===== src/rtl/cpu_bus_responder_if.sv =====
// CPU data-bus and TX-stream signal bundle for cpu_bus_responder.
// slave = the responder side, master = the CPU/board side.
interface cpu_bus_responder_if;
    logic       write;
    logic       read;
    logic [7:0] address;
    logic [7:0] din;
    logic [7:0] dout;
    logic [7:0] led;
    logic [7:0] tx_data;
    logic       tx_valid;
    logic       tx_ready;

    modport slave (
        input  write, read, address, din, tx_ready,
        output dout, led, tx_data, tx_valid
    );

    modport master (
        output write, read, address, din, tx_ready,
        input  dout, led, tx_data, tx_valid
    );
endinterface


===== src/rtl/cpu_bus_responder.sv =====
// Memory-side responder for the 8-bit CPU bus: single-cycle RAM plus a peripheral page
// holding an LED latch, a prescaled timer and a TX byte FIFO drained over valid/ready.
module cpu_bus_responder #(
    parameter int RAM_DEPTH  = 224,
    parameter int FIFO_DEPTH = 4,
    parameter int PRESCALE   = 1
) (
    input  logic                  clk,
    input  logic                  rst,
    cpu_bus_responder_if.slave    bus
);

    localparam int RAM_AW = (RAM_DEPTH > 1) ? $clog2(RAM_DEPTH) : 1;
    localparam int PTR_W  = $clog2(FIFO_DEPTH);
    localparam int CNT_W  = PTR_W + 1;
    localparam int PS_W   = (PRESCALE > 1) ? $clog2(PRESCALE) : 1;

    localparam logic [7:0] ADDR_LED    = 8'hF0;
    localparam logic [7:0] ADDR_TIMER  = 8'hF1;
    localparam logic [7:0] ADDR_TXDATA = 8'hF2;
    localparam logic [7:0] ADDR_STATUS = 8'hF3;

    logic [7:0]        r_ram [RAM_DEPTH];
    logic [7:0]        r_fifo [FIFO_DEPTH];
    logic [7:0]        r_led;
    logic [7:0]        r_timer;
    logic [PS_W-1:0]   r_prescale;
    logic [PTR_W-1:0]  r_rd_ptr;
    logic [PTR_W-1:0]  r_wr_ptr;
    logic [CNT_W-1:0]  r_count;
    logic              r_overflow;

    logic              w_ram_sel;
    logic [RAM_AW-1:0] w_ram_idx;
    logic              w_wr_ram;
    logic              w_wr_led;
    logic              w_wr_timer;
    logic              w_wr_status;
    logic              w_push_req;
    logic              w_push;
    logic              w_pop;
    logic              w_drop;
    logic              w_empty;
    logic              w_full;
    logic              w_ps_wrap;
    logic [7:0]        w_dout;
    logic              w_unused;

    // Reads are side-effect free, so the read strobe carries no information here.
    assign w_unused    = bus.read;

    assign w_ram_sel   = ({1'b0, bus.address} < 9'(RAM_DEPTH));
    assign w_ram_idx   = bus.address[RAM_AW-1:0];
    assign w_wr_ram    = bus.write && w_ram_sel;
    assign w_wr_led    = bus.write && (bus.address == ADDR_LED);
    assign w_wr_timer  = bus.write && (bus.address == ADDR_TIMER);
    assign w_wr_status = bus.write && (bus.address == ADDR_STATUS);
    assign w_push_req  = bus.write && (bus.address == ADDR_TXDATA);

    assign w_empty     = (r_count == '0);
    assign w_full      = (r_count == CNT_W'(FIFO_DEPTH));
    assign w_pop       = !w_empty && bus.tx_ready;
    // A full FIFO still takes a push when the head leaves on the same edge.
    assign w_push      = w_push_req && (!w_full || w_pop);
    assign w_drop      = w_push_req && w_full && !w_pop;
    assign w_ps_wrap   = (r_prescale == PS_W'(PRESCALE - 1));

    always_comb begin
        w_dout = 8'h00;
        if (w_ram_sel) begin
            w_dout = r_ram[w_ram_idx];
        end else begin
            case (bus.address)
                ADDR_LED:    w_dout = r_led;
                ADDR_TIMER:  w_dout = r_timer;
                ADDR_STATUS: w_dout = {5'b0, r_overflow, w_full, w_empty};
                default:     w_dout = 8'h00;
            endcase
        end
    end

    assign bus.dout     = w_dout;
    assign bus.led      = r_led;
    assign bus.tx_valid = !w_empty;
    assign bus.tx_data  = r_fifo[r_rd_ptr];

    // Storage arrays carry no reset; only the bookkeeping around them does.
    always_ff @(posedge clk) begin
        if (w_wr_ram) begin
            r_ram[w_ram_idx] <= bus.din;
        end
        if (w_push) begin
            r_fifo[r_wr_ptr] <= bus.din;
        end
    end

    always_ff @(posedge clk or negedge rst) begin
        if (!rst) begin
            r_led      <= 8'h00;
            r_timer    <= 8'h00;
            r_prescale <= '0;
            r_rd_ptr   <= '0;
            r_wr_ptr   <= '0;
            r_count    <= '0;
            r_overflow <= 1'b0;
        end else begin
            if (w_wr_led) begin
                r_led <= bus.din;
            end

            // A TIMER load overrides the increment that would land on the same edge.
            if (w_wr_timer) begin
                r_timer    <= bus.din;
                r_prescale <= '0;
            end else if (w_ps_wrap) begin
                r_timer    <= r_timer + 8'd1;
                r_prescale <= '0;
            end else begin
                r_prescale <= r_prescale + PS_W'(1);
            end

            if (w_pop) begin
                r_rd_ptr <= r_rd_ptr + PTR_W'(1);
            end
            if (w_push) begin
                r_wr_ptr <= r_wr_ptr + PTR_W'(1);
            end
            r_count <= r_count + CNT_W'(w_push) - CNT_W'(w_pop);

            if (w_drop) begin
                r_overflow <= 1'b1;
            end else if (w_wr_status) begin
                r_overflow <= 1'b0;
            end
        end
    end

endmodule

===== src/flat_wrapper.sv =====
// flat-port wrapper written by rule: the top's interface ports become plain ports
module cpu_bus_responder_flat 
#(
    parameter int RAM_DEPTH  = 224,
    parameter int FIFO_DEPTH = 4,
    parameter int PRESCALE   = 1
)
  (clk, rst, bus_write, bus_read, bus_address, bus_din, bus_tx_ready, bus_dout, bus_led, bus_tx_data, bus_tx_valid);
  cpu_bus_responder_if bus_i ();
  input  logic clk;
  input  logic rst;
  input wire logic [$bits(bus_i.write)-1:0] bus_write;
  input wire logic [$bits(bus_i.read)-1:0] bus_read;
  input wire logic [$bits(bus_i.address)-1:0] bus_address;
  input wire logic [$bits(bus_i.din)-1:0] bus_din;
  input wire logic [$bits(bus_i.tx_ready)-1:0] bus_tx_ready;
  output wire logic [$bits(bus_i.dout)-1:0] bus_dout;
  output wire logic [$bits(bus_i.led)-1:0] bus_led;
  output wire logic [$bits(bus_i.tx_data)-1:0] bus_tx_data;
  output wire logic [$bits(bus_i.tx_valid)-1:0] bus_tx_valid;
  assign bus_i.write = bus_write;
  assign bus_i.read = bus_read;
  assign bus_i.address = bus_address;
  assign bus_i.din = bus_din;
  assign bus_i.tx_ready = bus_tx_ready;
  assign bus_dout = bus_i.dout;
  assign bus_led = bus_i.led;
  assign bus_tx_data = bus_i.tx_data;
  assign bus_tx_valid = bus_i.tx_valid;
  cpu_bus_responder #(.RAM_DEPTH(RAM_DEPTH), .FIFO_DEPTH(FIFO_DEPTH), .PRESCALE(PRESCALE)) u_core (.clk(clk), .rst(rst), .bus(bus_i));
endmodule

===== config.mk =====
export PLATFORM = sky130hd
export DESIGN_NAME = cpu_bus_responder_flat
export DESIGN_NICKNAME = d
export VERILOG_FILES = /design/src/rtl/cpu_bus_responder_if.sv /design/src/rtl/cpu_bus_responder.sv /design/src/flat_wrapper.sv
export SDC_FILE = /design/constraint.sdc
export NUM_CORES = 2
export LEC_CHECK = 0
export BUFFER_PORTS_ARGS = -buffer_cell sky130_fd_sc_hd__clkbuf_2
export CAP_MARGIN = 40
export CORE_MARGIN = 4
export CORE_UTILIZATION = 53
export DETAILED_ROUTE_END_ITERATION = 10
export PLACE_DENSITY = 0.65
export SLEW_MARGIN = 10
export SYNTH_ARGS = -nofsm -noshare
export SYNTH_HDL_FRONTEND = slang
export SYNTH_SLANG_ARGS = --single-unit

===== constraint.sdc =====
create_clock -name clk -period 5.1 [get_ports clk]
set_input_delay 1.02 -clock clk [delete_from_list [all_inputs] [get_ports clk]]
set_output_delay 1.02 -clock clk [all_outputs]
set_load 0.01 [all_outputs]

==> results.md <==
* Drt drc at 0
* Drt wl/cell at between 30 and 40 um
* Fin crit period at about 5 ns
* Max Freq at between 150 and 200 MHz
* Footprint of the multi-input gates at 0.01569 mm^2
* Via density at 6.417
* Root Buffer: clkbuf_16
* Yosys top cell by area: edfxtp_1
* Drt pass-1 iters at 6
* CTS Buf Count at 178
* Crit Path Max Fanout at 19
* FF+latch area at around 0.055 mm^2
* Complex-gate fraction of the synthesized area at 0.03162
* Syn Nets at approximately 3500
* Worst skew pair latency at 0.80 ns
* Post-synthesis cell type count at 73
* Power density over the cells at between 300 and 400 mW/mm^2
* Total Routed Length at ~180000 um
* Flops & latches, synth at ~1800
* Startpoint Class: input pin
* Worst path arrival time at between 3 and 4 ns
* Starting Density at 0.5334
* Post-synthesis sequential area ratio at 0.7663
* Flop-to-flop setup slack at between 2 and 3 ns
* Final WS setup at 0.08573 ns
* Fill count at 9390
* Hold/Removal Path Class: in -> async
* EDFF count, synth at around 1800
* Number of I/O pins at 46
* Via count at approximately 37000
* IO buf count at 44
* CTS clk-pin slew, worst paths at approximately 0.06 ns
* Placed cell count at 5426
* Final setup viols at 0
* Pleak at roughly 26 nW
* Max Cap Viol at 0
* Setup TNS at 0 ns
* Synth top area share at 0.7579
* GRT Util Overall at 0.2602
* Most common library cells after synthesis: 1824 x edfxtp_1, 410 x mux4_2, 278 x nor2_1
* Row count at 135
* CTS tree: built
* YS warnings at 0
* Placed Area at 0.07654 mm^2
* P&R area growth vs syn at 13.73%
* Largest family of logic cells by synthesized area: multiplexers
* Largest cells by area after synthesis: edfxtp_1 76%, mux4_2 13%, mux2i_1 1.6%
* Clk sink count at 1848
* Simple-gate share of the synthesized area at 0.03082
* Fin area at a little over 0.08 mm^2
* DRT iter0 DRCs at about 4900
* Main synth FF type: edfxtp_1
* Setup repair bufs after CTS at 0
* Req. time, crit path at around 4 ns
* Post-Syn Instances at 3509
* Fin. Hold Viols at 0
* Worst slack, placed at -0.06031 ns
* Vias in the first global route at approximately 37000
* Hold-fix buffers, CTS at 0
* Most frequent cell after synthesis: edfxtp_1
* H-tree depth at 4
* Worst Setup SP: bus_address[0]
* Reg2reg path depth at 8
* Post-synthesis mux area share at 0.1513
* Pwr Total at 0.03125 W
* First-pass GRT wire length at approximately 270000 um
* Initial antenna violation count at 1
* RSZ-0062 raised after global routing: false
* Clock Path Buffers at 3
* Synth Area in XOR/XNOR at 0.001333
* Worst-case vdd ir drop at around 0.37 mV
* Hpwl dp at around 120000 um
* Cell Area, Synth at about 0.072 mm^2
* Placer Congestion at 0.8938
* Crit end category: output port
* Synth Area in Adders at 0.001489
* Status: completed
* Die Ht at ~380 um
* Total gr overflow at 0
* Slew @ Worst Pin at roughly 0.93 ns
* Largest net degree at the start of global routing at ~160
* Final ANT Viol Nets at 0
* Fraction of registers with async set/reset at 0.01299
* Slew margin rel. at 0.3758
* Max Slew Vio Count at 0
* Kind of critical path: in -> out
* Die width at between 300 and 400 um
* Fin nets at 3862
* Core Region at approximately 0.14 mm^2
* Worst R2R End: u_core.r_count[2]
* Reg2Reg Launch Point: u_core.r_count[2]
* Final std cells w/o fill at 5758
* Final period utilization at 0.9832
* Syn avg cell area at slightly above 20 um^2
* Fin Clk Skew at roughly 0.0045 ns
* Die area at 0.1423 mm^2
* Layout cell share with drive strength beyond 1 at 0.2672
-- cells by family (layout without fill, tap and decap cells) --
group	after synthesis	after routing
compound gates	332	332
mux	574	574
simple gates	513	513
flops	1848	1848
other cells	0	3
fa+ha+maj	8	8
buf+inv	223	688
xor+xnor	11	11
-- where the power goes --
group	total, W	switching [W]	internal, W
Clock	0.0124	0.00545	0.00698
Combinational	0.00196	0.00118	0.000787
Sequential	0.0169	0.0000928	0.0168
-- placed cells by master (no fill, tap or decap), types with 12 or more instances in the layout --
cell	Yosys	final
o21ai_1	15	15
o211ai_1	12	12
buf_12	2	50
nor2b_1	19	16
a22oi_1	74	74
nand3_1	40	40
mux2_2	38	38
a221oi_1	26	26
nand2_1	99	99
o22ai_1	21	21
clkbuf_16	0	185
clkinv_2	0	37
mux2i_1	115	115
a31oi_1	21	21
clkinv_1	1	45
clkbuf_2	0	31
o21ai_0	32	32
dfrtp_1	24	24
buf_4	36	256
a21oi_1	61	60
clkbuf_1	88	34
mux4_2	410	410
edfxtp_1	1824	1824
nor2_1	278	277
nor3_1	18	16
-- what timing repair did --
action	CTS	global route
endpoints found under the hold margin	0	0
setup endpoints to repair	1	3
gates resized for setup	1	4
gates cloned	0	1
-- final cells by class --
class / instances / area share
Sequential cell: 1848 / 0.6738
Multi-Input combinational cell: 1438 / 0.1909
Clock buffer: 218 / 0.05758
Timing Repair Buffer: 355 / 0.04129
Tap cell: 1781 / 0.02711
Clock inverter: 103 / 0.008739
Inverter: 12 / 0.0005633
Antenna cell: 3 / 0.00009134
-- worst max path at each step --
stage          slack (ns)  cells past startpoint           to
3_3_place_gp        -0.07                     11  bus_dout[0]
4_1_cts              0.02                     11  bus_dout[6]
3_5_place_dp        -0.06                     11  bus_dout[0]
6_report             0.09                     11  bus_dout[1]
2_1_floorplan        1.09                     11  bus_dout[5]
5_1_grt              0.02                     11  bus_dout[0]
-- per-stage QoR --
| stage | util | hold slack, ns |
|---|---|---|
| 2_1_floorplan | - | 0.4739 |
| 3_3_place_gp | 0.5648 | 0.4963 |
| 3_5_place_dp | 0.5650 | 0.5116 |
| 4_1_cts | 0.6053 | 0.2300 |
| 5_1_grt | 0.6066 | 0.2789 |
| 6_report | 0.6067 | 0.2679 |
-- metal layers --
layer | vias to the layer above | global-route usage | share of wire | wire (um)
li1 | 15200 | - | - | -
met1 | 19480 | 0.3759 | 0.40 | 73030
met2 | 1971 | 0.4021 | 0.47 | 86850
met3 | 298 | 0.05706 | 0.097 | 17790
met4 | 0 | 0.08391 | 0.032 | 5864
met5 | - | 0 | 0 | 0
-- registers in the layout, indices dropped and copies added (netlist names) --
name               cells
u_core.r_ram        1792
u_core.r_fifo         32
u_core.bus.led         8
u_core.r_timer         8
u_core.r_count         3
u_core.r_rd_ptr        2
u_core.r_wr_ptr        2
u_core.r_overflow      1
-- critical path, stage by stage --
cell      delay [ns]
buf_8           0.21
buf_12          0.24
buf_4           0.26
mux4_2          0.54
mux4_2          0.48
a32oi_1         0.28
buf_4           0.20
o21ai_1         0.07
nor3_1          0.19
o211ai_1        0.24
clkbuf_2        0.22
No activity file was read; power rests on OpenSTA's default activity.
